`src/rtl/ysyx_23060062_rv32_idu.sv`:
```
// ysyx_23060062_rv32_idu: instruction decode stage feeding ysyx_23060062_rv32_alu.
// Takes 32-bit fetch words, turns them into instructions and decodes each into
// opcode one-hot, format type, funct3 one-hot, funct7, register indices and
// sign-extended immediate. All id_* outputs are registered.
//
// Optional feature macro: RVC_EN. When defined, a halfword aligner splits and
// joins fetch words so 16-bit parcels and straddling 32-bit instructions are
// emitted in order.
//
// Ports:
//   clk, rst_n          clock, synchronous active-low reset
//   flush, flush_pc     redirect: drop everything buffered; flush_pc[1] picks
//                       the starting halfword (RVC_EN only)
//   if_valid/if_ready   fetch word handshake; if_pc word address, if_data word
//   id_valid/id_ready   decoded instruction handshake
//   id_pc, id_inst      instruction address and raw bits ({16'h0,parcel} if C)
//   id_en, id_type      one-hot of inst[6:2]; format 0 R,1 I,2 S,3 B,4 U,5 J,7 none
//   id_funct3_en        one-hot of inst[14:12] for R/I/S/B
//   id_funct7           inst[31:25] for R
//   id_rs1/rs2/rd       register fields, zero where the format lacks them
//   id_imm              sign-extended immediate
//   id_is_c, id_illegal 16-bit parcel flag; unsupported encoding flag
module ysyx_23060062_rv32_idu #(
  parameter logic [31:0] RESET_PC = 32'h8000_0000
) (
  input  logic        clk,
  input  logic        rst_n,
  input  logic        flush,
  input  logic [31:0] flush_pc,
  input  logic        if_valid,
  output logic        if_ready,
  input  logic [31:0] if_pc,
  input  logic [31:0] if_data,
  output logic        id_valid,
  input  logic        id_ready,
  output logic [31:0] id_pc,
  output logic [31:0] id_inst,
  output logic [31:0] id_en,
  output logic [2:0]  id_type,
  output logic [7:0]  id_funct3_en,
  output logic [6:0]  id_funct7,
  output logic [4:0]  id_rs1,
  output logic [4:0]  id_rs2,
  output logic [4:0]  id_rd,
  output logic [31:0] id_imm,
  output logic        id_is_c,
  output logic        id_illegal
);

  localparam int unsigned XLEN = 32;

  localparam logic [4:0] OP_LOAD   = 5'b00000;
  localparam logic [4:0] OP_IMM    = 5'b00100;
  localparam logic [4:0] OP_AUIPC  = 5'b00101;
  localparam logic [4:0] OP_STORE  = 5'b01000;
  localparam logic [4:0] OP_OP     = 5'b01100;
  localparam logic [4:0] OP_LUI    = 5'b01101;
  localparam logic [4:0] OP_BRANCH = 5'b11000;
  localparam logic [4:0] OP_JALR   = 5'b11001;
  localparam logic [4:0] OP_JAL    = 5'b11011;
  localparam logic [4:0] OP_SYSTEM = 5'b11100;

  localparam logic [2:0] TY_R    = 3'd0;
  localparam logic [2:0] TY_I    = 3'd1;
  localparam logic [2:0] TY_S    = 3'd2;
  localparam logic [2:0] TY_B    = 3'd3;
  localparam logic [2:0] TY_U    = 3'd4;
  localparam logic [2:0] TY_J    = 3'd5;
  localparam logic [2:0] TY_NONE = 3'd7;

  // Output register can take a new instruction this cycle.
  logic free_c;
  assign free_c = !id_valid || id_ready;

  // Instruction presented to the output register this cycle.
  logic            emit_c;
  logic [XLEN-1:0] inst_c;
  logic [XLEN-1:0] pc_c;
  logic            is_c_c;

`ifdef RVC_EN
  typedef enum logic [1:0] {EMPTY, HALF_C, HALF_LO, SKIP} align_state_e;

  align_state_e state, state_nxt;
  logic [15:0]     hold_buf, hold_buf_nxt;
  logic [XLEN-1:0] hold_pc, hold_pc_nxt;
  logic            accept_c;
  logic            hi_is_c_c;
  logic [XLEN-1:0] hi_pc_c;
  logic            unused_c;

  assign unused_c  = ^{flush_pc[31:2], flush_pc[0]};
  assign if_ready  = rst_n && !flush && free_c && (state != HALF_C);
  assign accept_c  = if_valid && if_ready;
  assign hi_is_c_c = (if_data[17:16] != 2'b11);
  assign hi_pc_c   = if_pc + 32'd2;

  // Aligner state register.
  always_ff @(posedge clk) begin
    if (!rst_n) begin
      state    <= EMPTY;
      hold_buf <= '0;
      hold_pc  <= '0;
    end else begin
      state    <= state_nxt;
      hold_buf <= hold_buf_nxt;
      hold_pc  <= hold_pc_nxt;
    end
  end

  // Aligner next state and emitted instruction.
  always_comb begin
    state_nxt    = state;
    hold_buf_nxt = hold_buf;
    hold_pc_nxt  = hold_pc;
    emit_c       = 1'b0;
    inst_c       = '0;
    pc_c         = if_pc;
    is_c_c       = 1'b0;
    if (flush) begin
      state_nxt = flush_pc[1] ? SKIP : EMPTY;
    end else begin
      unique case (state)
        EMPTY: if (accept_c) begin
          emit_c = 1'b1;
          if (if_data[1:0] != 2'b11) begin
            inst_c       = {16'h0, if_data[15:0]};
            is_c_c       = 1'b1;
            hold_buf_nxt = if_data[31:16];
            hold_pc_nxt  = hi_pc_c;
            state_nxt    = hi_is_c_c ? HALF_C : HALF_LO;
          end else begin
            inst_c = if_data;
          end
        end
        HALF_C: if (free_c) begin
          emit_c    = 1'b1;
          inst_c    = {16'h0, hold_buf};
          pc_c      = hold_pc;
          is_c_c    = 1'b1;
          state_nxt = EMPTY;
        end
        HALF_LO: if (accept_c) begin
          // Upper half of the straddling instruction arrives in the low half.
          emit_c       = 1'b1;
          inst_c       = {if_data[15:0], hold_buf};
          pc_c         = hold_pc;
          hold_buf_nxt = if_data[31:16];
          hold_pc_nxt  = hi_pc_c;
          state_nxt    = hi_is_c_c ? HALF_C : HALF_LO;
        end
        SKIP: if (accept_c) begin
          // Redirect landed on the upper halfword; low half is not executed.
          if (hi_is_c_c) begin
            emit_c    = 1'b1;
            inst_c    = {16'h0, if_data[31:16]};
            pc_c      = hi_pc_c;
            is_c_c    = 1'b1;
            state_nxt = EMPTY;
          end else begin
            hold_buf_nxt = if_data[31:16];
            hold_pc_nxt  = hi_pc_c;
            state_nxt    = HALF_LO;
          end
        end
        default: state_nxt = EMPTY;
      endcase
    end
  end
`else
  logic unused_c;
  assign unused_c = ^flush_pc;
  assign if_ready = rst_n && !flush && free_c;
  assign emit_c   = if_valid && if_ready;
  assign inst_c   = if_data;
  assign pc_c     = if_pc;
  assign is_c_c   = 1'b0;
`endif

  // Field decode of the emitted instruction.
  logic [4:0]      op_c;
  logic [XLEN-1:0] d_en_c;
  logic [2:0]      d_type_c;
  logic [7:0]      d_f3_c;
  logic [6:0]      d_f7_c;
  logic [4:0]      d_rs1_c, d_rs2_c, d_rd_c;
  logic [XLEN-1:0] d_imm_c;
  logic            d_ill_c;

  assign op_c = inst_c[6:2];

  always_comb begin
    d_en_c   = '0;
    d_type_c = TY_NONE;
    d_f3_c   = '0;
    d_f7_c   = '0;
    d_rs1_c  = '0;
    d_rs2_c  = '0;
    d_rd_c   = '0;
    d_imm_c  = '0;
    d_ill_c  = 1'b0;
    if (!is_c_c) begin
      d_en_c[op_c] = 1'b1;
      if (inst_c[1:0] != 2'b11) begin
        d_ill_c = 1'b1;
      end else begin
        unique case (op_c)
          OP_LOAD, OP_IMM, OP_JALR, OP_SYSTEM: d_type_c = TY_I;
          OP_AUIPC, OP_LUI:                    d_type_c = TY_U;
          OP_STORE:                            d_type_c = TY_S;
          OP_OP:                               d_type_c = TY_R;
          OP_BRANCH:                           d_type_c = TY_B;
          OP_JAL:                              d_type_c = TY_J;
          default:                             d_ill_c  = 1'b1;
        endcase
      end
      unique case (d_type_c)
        TY_R: begin
          d_f3_c[inst_c[14:12]] = 1'b1;
          d_f7_c  = inst_c[31:25];
          d_rs1_c = inst_c[19:15];
          d_rs2_c = inst_c[24:20];
          d_rd_c  = inst_c[11:7];
        end
        TY_I: begin
          d_f3_c[inst_c[14:12]] = 1'b1;
          d_rs1_c = inst_c[19:15];
          d_rd_c  = inst_c[11:7];
          d_imm_c = {{20{inst_c[31]}}, inst_c[31:20]};
        end
        TY_S: begin
          d_f3_c[inst_c[14:12]] = 1'b1;
          d_rs1_c = inst_c[19:15];
          d_rs2_c = inst_c[24:20];
          d_imm_c = {{20{inst_c[31]}}, inst_c[31:25], inst_c[11:7]};
        end
        TY_B: begin
          d_f3_c[inst_c[14:12]] = 1'b1;
          d_rs1_c = inst_c[19:15];
          d_rs2_c = inst_c[24:20];
          d_imm_c = {{19{inst_c[31]}}, inst_c[31], inst_c[7], inst_c[30:25], inst_c[11:8], 1'b0};
        end
        TY_U: begin
          d_rd_c  = inst_c[11:7];
          d_imm_c = {inst_c[31:12], 12'h0};
        end
        TY_J: begin
          d_rd_c  = inst_c[11:7];
          d_imm_c = {{11{inst_c[31]}}, inst_c[31], inst_c[19:12], inst_c[20], inst_c[30:21], 1'b0};
        end
        default: ;
      endcase
    end
  end

  // Output register: flush drops it, otherwise it loads whenever it is free.
  always_ff @(posedge clk) begin
    if (!rst_n) begin
      id_valid     <= 1'b0;
      id_pc        <= RESET_PC;
      id_inst      <= '0;
      id_en        <= '0;
      id_type      <= '0;
      id_funct3_en <= '0;
      id_funct7    <= '0;
      id_rs1       <= '0;
      id_rs2       <= '0;
      id_rd        <= '0;
      id_imm       <= '0;
      id_is_c      <= 1'b0;
      id_illegal   <= 1'b0;
    end else if (flush) begin
      id_valid <= 1'b0;
    end else if (free_c) begin
      id_valid <= emit_c;
      if (emit_c) begin
        id_pc        <= pc_c;
        id_inst      <= inst_c;
        id_en        <= d_en_c;
        id_type      <= d_type_c;
        id_funct3_en <= d_f3_c;
        id_funct7    <= d_f7_c;
        id_rs1       <= d_rs1_c;
        id_rs2       <= d_rs2_c;
        id_rd        <= d_rd_c;
        id_imm       <= d_imm_c;
        id_is_c      <= is_c_c;
        id_illegal   <= d_ill_c;
      end
    end
  end

endmodule

```
`config.mk`:
```
export PLATFORM = sky130hd
export DESIGN_NAME = ysyx_23060062_rv32_idu
export DESIGN_NICKNAME = d
export VERILOG_FILES = /design/src/rtl/ysyx_23060062_rv32_idu.sv
export SDC_FILE = /design/constraint.sdc
export NUM_CORES = 1
export LEC_CHECK = 0
export BUFFER_PORTS_ARGS = -buffer_cell sky130_fd_sc_hd__buf_4
export CORE_MARGIN = 3
export CORE_UTILIZATION = 51
export DETAILED_ROUTE_END_ITERATION = 8
export GPL_TIMING_DRIVEN = 0
export PLACE_DENSITY = 0.85
export SLEW_MARGIN = 0
export SYNTH_ARGS = -nofsm -noshare
export SYNTH_HDL_FRONTEND = slang
export SYNTH_SLANG_ARGS = --single-unit
```
`constraint.sdc`:
```
create_clock -name clk -period 4.9 [get_ports clk]
set_input_delay 0.98 -clock clk [delete_from_list [all_inputs] [get_ports clk]]
set_output_delay 0.98 -clock clk [all_outputs]
set_load 0.02 [all_outputs]
```
==> results of run 1 <==
==> through the flow <==
stage,area (µm²),setup WS (ns),hold slack [ns]
after global placement,8000,2.02,0.440
final,8530,2.27,0.449
after global routing,8530,2.13,0.463
after CTS,8530,2.26,0.453
after floorplan,6100,2.37,0.523
after detailed placement,8000,1.99,0.445
==> flip-flops by register name, summed over array words and instances, names as in the netlist <==
signal and count:
id_funct7 7, id_inst 32, id_rs1 5, id_funct3_en 8, id_rs2 5, id_type 3, id_illegal 1, id_rd 5
id_pc 32, id_en 32, id_imm 32, id_valid 1
==> cells by family (layout without fill, tap and decap cells) <==
family,after synthesis,count (layout),synth area share
xor+xnor,2,2,0.00287
compound gates,197,197,0.204
simple gates,281,281,0.209
flops,163,163,0.535
buf+inv,60,320,0.0449
mux,2,2,0.00349
other cells,1,1,0.000615
==> per-layer routing <==
metal,track usage,part of all wire,vias to the layer above
met5,0,0,-
met4,0.120,0.033,0
met3,0.104,0.091,43
met2,0.469,0.48,262
met1,0.343,0.40,2837
li1,-,-,2934
==> cell type report <==
cell class,instances,area (µm²),area share
Timing Repair Buffer,229,1720,0.202
Buffer,57,263,0.0308
Tap cell,143,179,0.0210
Clock buffer,26,479,0.0562
Clock inverter,5,52.6,0.00616
Sequential cell,163,3260,0.383
Inverter,3,11.3,0.00132
Multi-Input combinational cell,483,2560,0.301
==> layout by cell type (no fill, tap or decap), drive strengths merged, types with 3 or more instances in the layout <==
cell type  instances
o32a               4
nand2b            10
nor2              43
nand2            168
nand3              7
buf              257
inv                3
a22oi              4
dfxtp            163
nor3              35
o21ai             24
nor4               4
a22o              27
a21oi            119
a222oi             8
clkbuf            55
clkinv             3
==> critical path: stages <==
cell	delay [ns]
buf_4	0.11
nand2b_1	0.18
nor2_1	0.20
buf_4	0.18
==> worst paths after layout <==
kind	end	from	slack (ns)
hold reg to reg	id_funct3_en[6]$_SDFFE_PN0P_	id_funct3_en[6]$_SDFFE_PN0P_	0.45
setup / recovery	if_ready	flush	2.27
setup reg to reg	id_imm[27]$_SDFFE_PN0P_	id_valid$_SDFFE_PP0N_	2.65
hold / removal	id_funct3_en[6]$_SDFFE_PN0P_	id_funct3_en[6]$_SDFFE_PN0P_	0.45
==> power breakdown <==
group	internal, mW	switching [mW]	leakage (nW)
clock	0.721	0.503	0.258
sequential	1.35	0.0119	1.32
combinational	0.101	0.165	1.98
==> impl_metrics.tcl, run 1 <==
set metrics [dict create \
    drc 0 \
    wl_per_cell_um 17.6 \
    rows 39 \
    port_buffers 229 \
    initialDrtViolationCount 459 \
    relSlewSlack 0.539 \
    max_cap_violations 0 \
    path_class "input port to output port" \
    yosysMostFrequentCell "nand2_1" \
    start_util 0.528 \
    first_pass_iters 6 \
    end_kind "output port" \
    synth_top_area_share 0.535 \
    post-route-util 0.738 \
    ys_ff_latch 163 \
    synth_area_leaders "dfxtp_1, nand2_1, a21oi_1" \
    die_w_um 115 \
    synth.distinct_cells 49 \
    synth_ff_type "dfxtp_1" \
    cellPowerDensity_nw_per_um2 334 \
    p_leak_nw 3.55 \
    core_um2 11600 \
    crit_arrival_ns 1.65 \
    clock-sinks 163 \
    dp.cells 1078 \
    hold_depth 2 \
    critPathRequiredTime_ns 3.92 \
    synth_area_um2 6100 \
    drive_gt1_frac 0.306 \
    rr_worst_depth 8 \
    cts_tree "done" \
    ios 266 \
    setup_viol 0 \
    max_freq_mhz 380 \
    gr-total-overflow 0 \
    timing_hold_violations_final 0 \
    vias 6076 \
    final_nets 1055 \
    antenna_found_initial 0 \
    numCtsBuffers 17 \
    dieArea_um2 13300 \
    cts_resized 0 \
    grt_pass1_wl_um 29800 \
    htree_levels 4 \
    syn_to_final_growth_pct 39.8 \
    vdd_drop_max_uv 231 \
    hold_buffers 0 \
    yosys_warnings 0 \
    fill_cells 897 \
    syn-mean-instance-area_um2 8.64 \
    ant_nets 0 \
    fin_crit_sh 0.537 \
    cts_buffer_depth 2 \
    grt_max_degree 17 \
    critPathLaunchType "input port" \
    grt_pass1_vias 5722 \
    clkLatencyLatePin_ns 0.42 \
    finClkSkew_ns 0.00627 \
    synth_area_leader_cell "dfxtp_1" \
    status "complete, no violations" \
    total_power_mw 2.85 \
    hp-class "flip-flop to flip-flop" \
    cts_root_buf "clkbuf_16" \
    place_hpwl_um 14300 \
    die_y_um 115 \
    avgViaCountPerCell 5.48 \
    syn_nets 807 \
    gp_congestion 0.850 \
    synth-edff-count 0 \
    syn_inst 706 \
    antenna_cells 0 \
    async_flop_share 0 \
    ys_top_cells_by_count "nand2_1, dfxtp_1, a21oi_1" \
    post-route-min-period_ns 2.63 \
    slew_viol_final 0 \
    postCtsSetupRepairBufs 0 \
    tightest_slew_ns 0.690 \
    clkTransAtPathRegs_ns 0.05 \
    fin_cells 1109 \
    synth_seq_area_share 0.535 \
    critical_path.max_fanout 4 \
    grt_use_total 0.287 \
    fin_tns_setup_ns 0 \
    wirelength_um 19500 \
    rsz0062_at_grt "no" \
]
No activity file was read; power rests on OpenSTA's default activity.
==> inputs of run 2 (changes only) <==
Settings changed: CORE_UTILIZATION 51 to 47, PLACE_DENSITY 0.85 to 0.79.
Clock period 4.9 ns to 2.48 ns, I/O delays scaled along.
==> impl_metrics.tcl, run 2 (synthesis gave the netlist of run 1 again) <==
set metrics [dict create \
    final-seq-area_um2 3260 \
    grt_pass1_vias 5654 \
    post-route-min-period_ns 2.27 \
    clkLatencyLatePin_ns 0.43 \
    fill_cells 1010 \
    cts_tree "done" \
    clkTransAtPathRegs_ns 0.06 \
    finClkSkew_ns 0.00509 \
    vias 5955 \
    clock-sinks 163 \
    p_comb_frac 0.091 \
    cpMaxStageDelayCell "clkbuf_1" \
    critical_path.max_fanout 10 \
    syn_to_final_growth_pct 41.2 \
    port_buffers 229 \
    crit_buf_inv 3 \
    fin_crit_sh 0.914 \
    antenna_found_initial 0 \
    core_um2 12400 \
    ant_nets 0 \
    critPathMaxStageDelay_ns 0.45 \
    place_hpwl_um 14300 \
    reg2reg_setup_slack_ns 0.21 \
    status "complete, no violations" \
    numCtsBuffers 17 \
    antenna_cells 0 \
    slew_viol_final 0 \
    hold_buffers 0 \
    tightest_slew_ns 0.692 \
    start_util 0.494 \
    hp-class "input port to flip-flop" \
    dieArea_um2 14400 \
    max_cap_violations 0 \
    power_frac_seq 0.461 \
    final_cell_mix "buf_4, nand2_1, dfxtp_1, a21oi_1, nor2_1" \
    rr_worst_depth 8 \
    vdd_drop_max_uv 547 \
    rsz0062_at_grt "no" \
    crit_start "id_valid$_SDFFE_PP0N_" \
    relSlewSlack 0.538 \
    die_y_um 120 \
    setup_viol 0 \
    grt_use_total 0.267 \
    critPathRequiredTime_ns 2.78 \
    layout_setup_ws_ns 0.214 \
    drc 0 \
    timing_hold_violations_final 0 \
    htree_levels 4 \
    max_freq_mhz 441 \
    crit_arrival_ns 2.57 \
    grt_max_degree 17 \
    place_ws_ns -0.0148 \
    pwr-share-clk 0.448 \
    hold_slack_ns 0.269 \
    cts_resized 0 \
    critPathLaunchType "flip-flop" \
    drive_gt1_frac 0.308 \
    end_kind "flip-flop" \
    final_nets 1055 \
    layout_commonest_cell "buf_4" \
    critPathCapture "id_en[29]$_SDFFE_PN0P_" \
    cellPowerDensity_nw_per_um2 676 \
    die_w_um 120 \
    ios 266 \
    first_pass_iters 5 \
    gp_congestion 0.895 \
    cp_common_cell "buf_2" \
    rows 40 \
    gr-total-overflow 0 \
    intPower_mw 4.47 \
    netSwitchingFraction 0.232 \
    fin_tns_setup_ns 0 \
    p_sw_mw 1.35 \
    path_cells "nor2b_1 -> or3b_1 -> buf_2 -> buf_2 -> clkbuf_1 -> nor3_1 -> a21oi_1 -> nor2_1" \
    avgViaCountPerCell 5.26 \
    postCtsSetupRepairBufs 0 \
    cts_buffer_depth 2 \
    grt_pass1_wl_um 30200 \
    p_leak_nw 3.58 \
    cts_root_buf "clkbuf_16" \
    cp_top_family "buffers and inverters" \
    path_depth 8 \
    path_class "flip-flop to flip-flop" \
    r2r-end "id_en[29]$_SDFFE_PN0P_" \
    wirelength_um 19400 \
    wl_per_cell_um 17.1 \
    initialDrtViolationCount 382 \
    multi_input_area_um2 2560 \
    rr_startpoint "id_valid$_SDFFE_PP0N_" \
]
-- run 2: cell count changes in the layout (fill, tap and decap cells not counted), sizes merged --
cell,previous run,this run
clkinv,3,1
clkinvlp,1,0
bufinv,1,2
clkbuf,55,56
-- run 2: worst register-to-register path, delay by kind of cell, from the launching register on --
| family | cells | cell delay, ns |
|---|---|---|
| compound gates | 1 | 0.14 |
| buf+inv | 3 | 1.04 |
| simple gates | 4 | 0.62 |
| flops | 1 | 0.33 |
-- run 2: layout make-up --
| type | count | share of cell area |
|---|---|---|
| buffer | 57 | 0.0305 |
| clock buffer | 27 | 0.0596 |
| timing repair buffer | 229 | 0.200 |
| tap | 168 | 0.0244 |
| clock inverter | 3 | 0.00799 |
| inverter | 3 | 0.00131 |
| sequential | 163 | 0.379 |
| multi-input combinational | 483 | 0.298 |
-- run 2: power by group through the flow --
| stage | Sequential (mW) | Clock (mW) | Combinational (mW) |
|---|---|---|---|
| 2_1_floorplan | 2.79 | 0 | 0.216 |
| 3_3_place_gp | 2.74 | 0 | 0.519 |
| 3_5_place_dp | 2.74 | 0 | 0.522 |
| 4_1_cts | 2.69 | 2.62 | 0.525 |
| 5_1_grt | 2.69 | 2.75 | 0.570 |
| 6_report | 2.69 | 2.61 | 0.528 |
-- run 2: per-layer routing --
layer,part of all wire,global-route usage,vias to the layer above
met5,0,0,-
met4,0.031,0.114,0
met1,0.42,0.333,2737
li1,-,-,2923
met2,0.47,0.421,251
met3,0.081,0.0867,44
-- run 2: worst min path at each step --
stage,from,end,slack (ns),cells after the start
final,if_pc[31],id_pc[31]$_SDFFE_PN1P_,0.27,3
after global routing,if_pc[31],id_pc[31]$_SDFFE_PN1P_,0.28,3
after CTS,if_pc[31],id_pc[31]$_SDFFE_PN1P_,0.26,3
after detailed placement,id_imm[30]$_SDFFE_PN0P_,id_imm[30]$_SDFFE_PN0P_,0.44,2
after global placement,id_imm[30]$_SDFFE_PN0P_,id_imm[30]$_SDFFE_PN0P_,0.44,2
after floorplan,id_imm[11]$_SDFFE_PN0P_,id_imm[11]$_SDFFE_PN0P_,0.52,2
-- run 2: metrics by stage --
stage	std cells	total power [mW]	cell area (µm²)	utilization
after floorplan	706	3.01	6100	-
after global placement	1103	3.26	8030	0.650
after detailed placement	1103	3.26	8030	0.650
after CTS	1133	5.83	8610	0.697
after global routing	1133	6.01	8610	0.697
final	1133	5.82	8610	0.697
==> inputs of run 3 (changes only) <==
Settings changed: BUFFER_PORTS_ARGS -buffer_cell sky130_fd_sc_hd__buf_4 to default, CORE_UTILIZATION 47 to 60, DONT_BUFFER_PORTS from default to 1, PLACE_DENSITY 0.79 to default, PLACE_DENSITY_LB_ADDON from default to 0.12.
==> impl_metrics.tcl, run 3 (synthesis gave the netlist of run 1 again) <==
set metrics [dict create \
    status "complete, no violations" \
    critical_path.max_fanout 10 \
    worstHoldEndpoint "id_funct3_en[0]$_SDFFE_PN0P_" \
    clkTransAtPathRegs_ns 0.07 \
    cts_tree "done" \
    die_w_um 107 \
    max_cap_violations 0 \
    rr_worst_depth 8 \
    fin_crit_sh 0.927 \
    place_hpwl_um 12900 \
    dp.cells 839 \
    antenna_found_initial 0 \
    port_buffers 0 \
    gp_congestion 0.791 \
    grt_pass1_wl_um 26700 \
    grt_max_degree 17 \
    clkLatencyLatePin_ns 0.52 \
    hold_depth 1 \
    layout_setup_ws_ns 0.181 \
    dieArea_um2 11400 \
    postCtsSetupRepairBufs 0 \
    tightest_slew_ns 0.735 \
    dpl_cell_area_um2 6270 \
    wirelength_um 17500 \
    fill_cells 763 \
    gr-total-overflow 0 \
    fin_tns_setup_ns 0 \
    r2r-end "id_en[28]$_SDFFE_PN0P_" \
    finClkSkew_ns 0.00686 \
    place_ws_ns 0.0568 \
    hold_start "if_data[14]" \
    die_y_um 107 \
    crit_arrival_ns 2.75 \
    max_freq_mhz 435 \
    final_area_um2 6870 \
    cellPowerDensity_nw_per_um2 833 \
    path_class "flip-flop to flip-flop" \
    cts_root_buf "clkbuf_8" \
    timing_hold_violations_final 0 \
    vdd_drop_max_uv 439 \
    wl_per_cell_um 20.2 \
    initialDrtViolationCount 444 \
    grt_use_total 0.302 \
    ant_nets 0 \
    rsz0062_at_grt "no" \
    vias 5204 \
    p_leak_nw 2.39 \
    critPathRequiredTime_ns 2.93 \
    final_nets 825 \
    drive_gt1_frac 0.101 \
    rows 36 \
    critPathLaunchType "flip-flop" \
    setup_viol 0 \
    total_power_mw 5.72 \
    layout_commonest_cell "nand2_1" \
    htree_levels 4 \
    cts_buffer_depth 2 \
    start_util 0.621 \
    post-route-min-period_ns 2.30 \
    final_cell_mix "nand2_1, dfxtp_1, a21oi_1, nor2_1, nor3_1" \
    first_pass_iters 5 \
    ios 266 \
    relSlewSlack 0.509 \
    end_kind "flip-flop" \
    avgViaCountPerCell 5.99 \
    fin_cells 869 \
    rr_startpoint "id_valid$_SDFFE_PP0N_" \
    drc 0 \
    numCtsBuffers 17 \
    syn_to_final_growth_pct 12.7 \
    slew_viol_final 0 \
    reg2reg_setup_slack_ns 0.18 \
    clock-sinks 163 \
    core_um2 9820 \
    hp-class "input port to flip-flop" \
    antenna_cells 0 \
    grt_pass1_vias 4980 \
]
[run 3: cell count changes in the layout (fill, tap and decap cells not counted), moves of 3 or more]
cell        change
inv_6           +3
clkbuf_1        -6
buf_4         -229
clkinvlp_4      +3
[run 3: layout make-up]
cell class              count  area [µm²]  share of cell area
plain buffers              56         263              0.0382
clock buffers              21         459              0.0668
clock inverters            10         148              0.0215
inverters                   3        11.3             0.00164
multi-input cells         483        2560               0.373
flip-flops and latches    163        3260               0.475
well taps                 133         166              0.0242
[run 3: critical path: stages (launching register included)]
cell	delay [ns]
dfxtp_1	0.44
nor2b_1	0.31
or3b_1	0.20
buf_2	0.24
clkbuf_4	0.29
buf_2	0.24
buf_2	0.27
a21oi_1	0.10
nor2_1	0.12
[run 3: power by group]
group	internal (mW)	switching, mW
registers	2.66	0.0865
logic	0.0818	0.206
clock network	1.62	1.06
[run 3: metrics by stage]
| stage | hold slack [ns] | utilization |
|---|---|---|
| floorplan | 0.523 | - |
| global placement | 0.535 | 0.638 |
| detailed placement | 0.548 | 0.638 |
| CTS | 0.0542 | 0.700 |
| global route | 0.0668 | 0.700 |
| finish | 0.0754 | 0.700 |
[run 3: metal layers]
metal,vias to the layer above,global-route usage,part of all wire
met5,-,0,0
met4,0,0.0868,0.013
met3,19,0.129,0.13
met2,262,0.491,0.48
met1,2448,0.365,0.38
li1,2475,-,-
[run 3: what timing repair did]
action,in CTS,in global routing
hold buffers,0,0
setup endpoints to repair,0,39
gates resized for setup,0,3
[run 3: worst max-delay path by stage]
stage                                from                      end
floorplan                      if_data[6]  id_imm[21]$_SDFFE_PN0P_
global placement                    rst_n   id_imm[4]$_SDFFE_PN0P_
detailed placement                  rst_n   id_en[27]$_SDFFE_PN0P_
CTS                 id_valid$_SDFFE_PP0N_   id_en[27]$_SDFFE_PN0P_
global route        id_valid$_SDFFE_PP0N_   id_imm[4]$_SDFFE_PN0P_
finish              id_valid$_SDFFE_PP0N_   id_en[28]$_SDFFE_PN0P_
